$ cat config.mk
export PLATFORM = sky130hd
export DESIGN_NAME = quad_axis_emu
export DESIGN_NICKNAME = d
export VERILOG_FILES = /design/src/rtl/quad_emu_pkg.sv /design/src/rtl/quad_axis_channel.sv /design/src/rtl/quad_axis_emu.sv
export SDC_FILE = /design/constraint.sdc
export NUM_CORES = 1
export LEC_CHECK = 0
export BUFFER_PORTS_ARGS = -buffer_cell sky130_fd_sc_hd__buf_2
export CAP_MARGIN = 5
export CORE_ASPECT_RATIO = 0.7
export CORE_UTILIZATION = 40
export DETAILED_ROUTE_END_ITERATION = 8
export PLACE_DENSITY = 0.67
export RECOVER_POWER = 100
export SLEW_MARGIN = 0
export SYNTH_ARGS = -nofsm -noshare
export SYNTH_HDL_FRONTEND = slang
export SYNTH_SLANG_ARGS = --single-unit
$ cat constraint.sdc
create_clock -name clk -period 7.19 [get_ports clk]
set_input_delay 0.3595 -clock clk [delete_from_list [all_inputs] [get_ports clk]]
set_output_delay 0.3595 -clock clk [all_outputs]
set_load 0.1 [all_outputs]
$ cat src/rtl/quad_emu_pkg.sv
// Shared definitions for the quadrature encoder emulator.
//   scale_t  : per-delta sensitivity selector shared by all axes
//   sat_lim  : symmetric accumulator clamp magnitude for a given width
package quad_emu_pkg;

  typedef enum logic [1:0] {
    SCALE_QTR  = 2'd0,  // |d| >> 2
    SCALE_HALF = 2'd1,  // |d| >> 1
    SCALE_ONE  = 2'd2,  // |d|
    SCALE_DBL  = 2'd3   // |d| << 1
  } scale_t;

  // Largest magnitude an ACC_W-bit accumulator may hold. The negative
  // extreme is left unused so clamping is symmetric.
  function automatic int sat_lim(input int acc_w);
    return (1 << (acc_w - 1)) - 1;
  endfunction

endpackage

$ cat src/rtl/quad_axis_channel.sv
// One emulated quadrature axis: scales incoming deltas, accumulates them
// with symmetric saturation and drains the accumulator one step at a time
// at most once every step_period+1 cycles.
//
// Ports
//   clk, reset     core clock, synchronous active-high reset
//   clear          holds acc/timer/flags cleared and ignores deltas;
//                  the phase is kept so releasing it causes no step burst
//   delta_valid    one-cycle strobe; there is no ready, a strobed delta is
//                  always accepted on the edge where delta_valid is high
//   delta          signed two's-complement delta
//   scale          sensitivity selector
//   step_period    minimum cycles between steps minus one, sampled at reload
//   dir_q, clk_q   registered quadrature outputs derived from the phase
//   pending        accumulator nonzero
//   overflow       one-cycle pulse after an update that clamped
module quad_axis_channel
  import quad_emu_pkg::*;
#(
  parameter int DELTA_W = 9,
  parameter int ACC_W   = 12,
  parameter int PER_W   = 16
) (
  input  logic                      clk,
  input  logic                      reset,
  input  logic                      clear,
  input  logic                      delta_valid,
  input  logic signed [DELTA_W-1:0] delta,
  input  scale_t                    scale,
  input  logic        [PER_W-1:0]   step_period,
  output logic                      dir_q,
  output logic                      clk_q,
  output logic                      pending,
  output logic                      overflow
);

  // Scaled delta width. Assumes DELTA_W+1 < ACC_W+1 so the x2 setting
  // cannot wrap.
  localparam int SW    = ACC_W + 1;
  // Headroom for acc + scaled - step before clamping.
  localparam int SUM_W = ACC_W + 3;

  localparam logic signed [SUM_W-1:0] LIM      = SUM_W'(sat_lim(ACC_W));
  localparam logic signed [SUM_W-1:0] NEG_LIM  = -LIM;
  localparam logic signed [SUM_W-1:0] STEP_ONE = SUM_W'(1);

  logic signed [ACC_W-1:0] acc;
  logic        [PER_W-1:0] timer;
  logic        [1:0]       phase;

  logic signed [SW-1:0]    d_ext;
  logic                    d_neg;
  logic signed [SW-1:0]    mag;
  logic signed [SW-1:0]    shifted;
  logic signed [SW-1:0]    scaled;
  logic                    issue;
  logic signed [SUM_W-1:0] step;
  logic signed [SUM_W-1:0] add_val;
  logic signed [SUM_W-1:0] sum;
  logic signed [ACC_W-1:0] acc_next;
  logic                    clamp;
  logic        [PER_W-1:0] timer_next;
  logic        [1:0]       phase_next;

  always_comb begin
    // Scale the magnitude, then reapply the sign, so truncation is toward
    // zero for both polarities.
    d_ext = SW'(delta);
    d_neg = d_ext[SW-1];
    mag   = d_neg ? -d_ext : d_ext;
    case (scale)
      SCALE_QTR:  shifted = mag >>> 2;
      SCALE_HALF: shifted = mag >>> 1;
      SCALE_ONE:  shifted = mag;
      default:    shifted = mag <<< 1;
    endcase
    scaled = d_neg ? -shifted : shifted;

    issue = (timer == '0) && (acc != '0);

    // A step moves the accumulator one unit toward zero, using the sign
    // held before this update (a same-cycle delta may flip it afterwards).
    step = '0;
    if (issue) step = acc[ACC_W-1] ? -STEP_ONE : STEP_ONE;

    add_val = '0;
    if (delta_valid) add_val = SUM_W'(scaled);

    sum = SUM_W'(acc) + add_val - step;

    clamp    = 1'b0;
    acc_next = sum[ACC_W-1:0];
    if (sum > LIM) begin
      clamp    = 1'b1;
      acc_next = LIM[ACC_W-1:0];
    end else if (sum < NEG_LIM) begin
      clamp    = 1'b1;
      acc_next = NEG_LIM[ACC_W-1:0];
    end

    phase_next = phase;
    if (issue) phase_next = acc[ACC_W-1] ? phase - 2'd1 : phase + 2'd1;

    // Timer idles at zero so a fresh delta steps without a stale wait.
    timer_next = timer;
    if (issue)            timer_next = step_period;
    else if (timer != '0) timer_next = timer - PER_W'(1);
  end

  always_ff @(posedge clk) begin
    if (reset) begin
      acc      <= '0;
      timer    <= '0;
      phase    <= '0;
      dir_q    <= 1'b0;
      clk_q    <= 1'b0;
      pending  <= 1'b0;
      overflow <= 1'b0;
    end else if (clear) begin
      acc      <= '0;
      timer    <= '0;
      pending  <= 1'b0;
      overflow <= 1'b0;
    end else begin
      acc      <= acc_next;
      timer    <= timer_next;
      phase    <= phase_next;
      // Gray encoding 00->01->11->10 for increasing phase.
      dir_q    <= phase_next[1];
      clk_q    <= phase_next[1] ^ phase_next[0];
      pending  <= (acc_next != '0);
      overflow <= clamp;
    end
  end

endmodule

$ cat src/rtl/quad_axis_emu.sv
// N-axis quadrature encoder emulator. Each axis turns signed position
// deltas into a rate-limited dir/clk step stream that tracks position
// exactly. In passthru the outputs follow the real encoder inputs
// combinationally while the emulation engines are held cleared.
//
// Ports
//   clk, reset        core clock, synchronous active-high reset
//   delta_valid[i]    one-cycle strobe for axis i (always accepted, no ready)
//   delta             packed signed deltas, axis i at [i*DELTA_W +: DELTA_W]
//   scale             sensitivity for all axes (0:/4 1:/2 2:x1 3:x2)
//   step_period       minimum cycles between steps minus one
//   passthru          1 = outputs follow dir_in/clk_in
//   dir_in, clk_in    real encoder signals
//   dir_out, clk_out  emulated or passed-through quadrature
//   pending           accumulator nonzero per axis
//   overflow          one-cycle pulse per axis after a saturating update
module quad_axis_emu
  import quad_emu_pkg::*;
#(
  parameter int N_AXES  = 2,
  parameter int DELTA_W = 9,
  parameter int ACC_W   = 12,
  parameter int PER_W   = 16
) (
  input  logic                        clk,
  input  logic                        reset,
  input  logic [N_AXES-1:0]           delta_valid,
  input  logic [N_AXES*DELTA_W-1:0]   delta,
  input  logic [1:0]                  scale,
  input  logic [PER_W-1:0]            step_period,
  input  logic                        passthru,
  input  logic [N_AXES-1:0]           dir_in,
  input  logic [N_AXES-1:0]           clk_in,
  output logic [N_AXES-1:0]           dir_out,
  output logic [N_AXES-1:0]           clk_out,
  output logic [N_AXES-1:0]           pending,
  output logic [N_AXES-1:0]           overflow
);

  logic [N_AXES-1:0] emu_dir;
  logic [N_AXES-1:0] emu_clk;

  for (genvar i = 0; i < N_AXES; i++) begin : g_axis
    quad_axis_channel #(
      .DELTA_W (DELTA_W),
      .ACC_W   (ACC_W),
      .PER_W   (PER_W)
    ) u_ch (
      .clk         (clk),
      .reset       (reset),
      .clear       (passthru),
      .delta_valid (delta_valid[i]),
      .delta       (delta[i*DELTA_W +: DELTA_W]),
      .scale       (scale_t'(scale)),
      .step_period (step_period),
      .dir_q       (emu_dir[i]),
      .clk_q       (emu_clk[i]),
      .pending     (pending[i]),
      .overflow    (overflow[i])
    );
  end

  assign dir_out = passthru ? dir_in : emu_dir;
  assign clk_out = passthru ? clk_in : emu_clk;

endmodule

==> reports/qor.yml <==
outcome:
  status: "complete, but fails checks"
  violations: "capacitance limit, slew limit"
layout:
  layout.nets: 1055
  syn2layout_area_growth_pct: 8.68
  final_layout_size_suffix_gt1_share_pct: 10.3
  fin_cells: 1182
  postLayoutCellArea_um2: 7820
  antenna_cells: 0
floorplanning:
  dieArea_um2: 18500
  start_util_pct: 41.4
  ios: 53
  die_x_um: 162
  rows: 40
  die_y_um: 114
  coreArea_um2: 17400
synthesis:
  synthFlopType: "dfxtp_1"
  synthesis.area_um2: 7190
  synthTopCellsByCount: "inv_1 (89), nor2_1 (68), dfxtp_1 (66), nand2_1 (55), a21oi_1 (53)"
  synthDominantCellAreaShare_pct: 18.4
  yosys.cell_count.top_type: "inv_1"
  ys.warnings.count: 0
  ys_ff_latch: 66
  synth_edf_count: 0
  yosysUniqueCellTypes: 86
  syn_inst: 923
  async_flop_share_pct: 0
  post_synth.cell_area_avg_um2: 7.79
  synth_nets: 1032
  yosys.area.top_type: "dfxtp_1"
  synth_area_leaders: "dfxtp_1 (18%), fa_1 (7.2%), ha_1 (6.6%)"
  ys_seq_area_share_pct: 18.4
critical_path:
  regToRegEndpoint: "g_axis[1].u_ch.acc[7]"
  reg2reg_from: "g_axis[1].u_ch.timer[5]"
  critPathArrivalTime_ns: 6.66
  worstRegToRegCells: 16
  crit_type: "flip-flop to flip-flop"
  end_kind: "flip-flop"
  r2r_setup_slack_ns: 0.69
  cp_max_fo: 10
  cpPeakStageDelay_ns: 0.67
  path_cells: "or4_1 -> or3_1 -> or4_1 -> nor2_1 -> nand2_1 -> inv_1 -> fa_1 -> inv_1 -> ha_1 -> a21o_1 -> a21oi_1 -> a21oi_1 -> o41ai_1 -> xnor2_1 -> o311ai_2 -> a221oi_1"
  slowest_stage: "o311ai_2"
  cp-start-kind: "flip-flop"
  worstPathRequired_ns: 7.35
placed_design:
  routabilityCongestion: 0.963
  placed_cells: 1166
  placed_area_um2: 7590
  place_ws_ns: 0.854
  dp_hpwl_um: 14700
  port_buffers: 52
sta:
  rsz0062_at_grt: "false"
  setup_violations: 0
  finClkSkew_ns: 0.00390
  max_slew_margin_pct: -62.9
  timing.fmax_mhz: 154
  setup_tns_ns: 0
  fin_crit_sh_pct: 90.4
  fin_ws_ns: 0.688
  worst_slew_pin_slew_ns: 2.42
  post-route-min-period_ns: 6.50
  slew_violations: 18
  hold_violations: 0
global_route:
  grt_max_degree: 49
  grt_pass1_wl_um: 31200
  antenna_found_initial: 0
  gr-usage-all-layers_pct: 20.7
  first_global_vias: 6199
  grt.overflow.total: 0
route:
  drt_iter0_markers: 669
  drc: 0
  wl_per_cell_um: 15.9
  vias: 6927
  route.final.wire_length_um: 18800
  via_per_inst: 5.86
  final_antenna_net_count: 0
  first_pass_iters: 5
clock_network:
  cts-root-buf: "clkbuf_16"
  cts_htree_levels: 3
  clk_latency_ns: 0.33
  ctsHoldBuffers: 0
  post_cts_buffers: 0
  clock_path_buffers: 2
  cts_buffers: 9
  cts.sinks: 66
  cts_tree: "done"
  clk_pin_slew_ns: 0.05
  cts_resized: 0
worst_hold_path:
  hold_start: "reset"
  worstHoldPathCells: 2
  min_path_type: "input port to flip-flop"
  min_to: "g_axis[1].u_ch.clk_q"
run:
  maxCapViolations: 1
power:
  p_per_area_nw_per_um2: 561
  power_w: 0.00439
  vdd_drop_max_mv: 0.230
  p_leak_nw: 3.15
kinds of logic (layout without fill, tap and decap cells):
logic type | Yosys count | after routing | synth area share, %
adders and majority gates | 64 | 64 | 13.8
xor gates and xnor gates | 46 | 46 | 5.60
muxes | 21 | 21 | 3.57
buffers and inverters | 135 | 163 | 7.30
AOI/OAI and AO/OA | 280 | 280 | 27.8
DFF | 66 | 66 | 18.4
and+or+nand+nor | 311 | 311 | 23.5
layout by cell type (no fill, tap or decap), types with 37 or more instances in the layout:
master    netlist  layout
o21ai_0        38      39
nor3_1         38      38
nand2_1        55      55
nor2_1         68      69
ha_1           38      38
dfxtp_1        66      66
a21oi_1        53      53
inv_1          89      90
a211oi_1       36      37
buf_2           3      44
stage by stage:
stage | utilization (%) | hold slack [ns]
finish | 45.0 | 0.291
global route | 45.0 | 0.296
CTS | 45.4 | 0.290
detailed placement | 43.7 | 0.466
global placement | 43.7 | 0.474
floorplan | - | 0.430
worst max-delay path by stage:
stage | slack, ns | cells past startpoint | start | end
after floorplan | 1.83 | 23 | delta[0] | g_axis[0].u_ch.acc[10]
after global placement | 1.08 | 18 | scale[0] | g_axis[0].u_ch.acc[9]
after detailed placement | 0.85 | 18 | scale[0] | g_axis[0].u_ch.acc[2]
after CTS | 1.12 | 18 | scale[0] | g_axis[0].u_ch.acc[2]
after global routing | 0.17 | 16 | g_axis[1].u_ch.timer[5] | g_axis[1].u_ch.acc[6]
final | 0.69 | 16 | g_axis[1].u_ch.timer[5] | g_axis[1].u_ch.acc[7]
state kept, by name, summed over array words and instances (netlist names):
register	cells
g_axis.u_ch.clk_q	2
g_axis.u_ch.timer	32
g_axis.u_ch.phase	3
g_axis.u_ch.dir_q	1
g_axis.u_ch.overflow	2
g_axis.u_ch.acc	24
g_axis.u_ch.pending	2
area by class of cell:
cell class / instances / area, µm²
Multi-Input combinational cell: 722 / 5290
Clock buffer: 15 / 298
Inverter: 92 / 345
Tap cell: 231 / 289
Sequential cell: 66 / 1320
Timing Repair Buffer: 55 / 269
Fill cell: 1736 / 9550
Clock inverter: 1 / 5.00
critical path, delay by kind of cell (launching register included):
family                   cells  cell delay, ns
buffers and inverters        2            0.61
adder cells (fa/ha/maj)      2            0.81
AO/OA/AOI/OAI                6            1.92
AND/OR/NAND/NOR              5            2.33
flip-flops                   1            0.36
XOR/XNOR                     1            0.27
where the power goes:
part	switching, W	total [W]	internal, W
clock network	0.000155	0.000435	0.000280
registers	0.000123	0.000627	0.000504
logic	0.00206	0.00333	0.00127
total	0.00234	0.00439	0.00205
routing by layer:
metal,routed length (µm),vias up,track usage (%)
met5,0,-,0
met4,152,0,3.46
met3,1200,15,3.48
met2,7530,203,29.5
met1,9920,3215,32.3
li1,-,3494,-
Power figures use the tool's default switching activity.
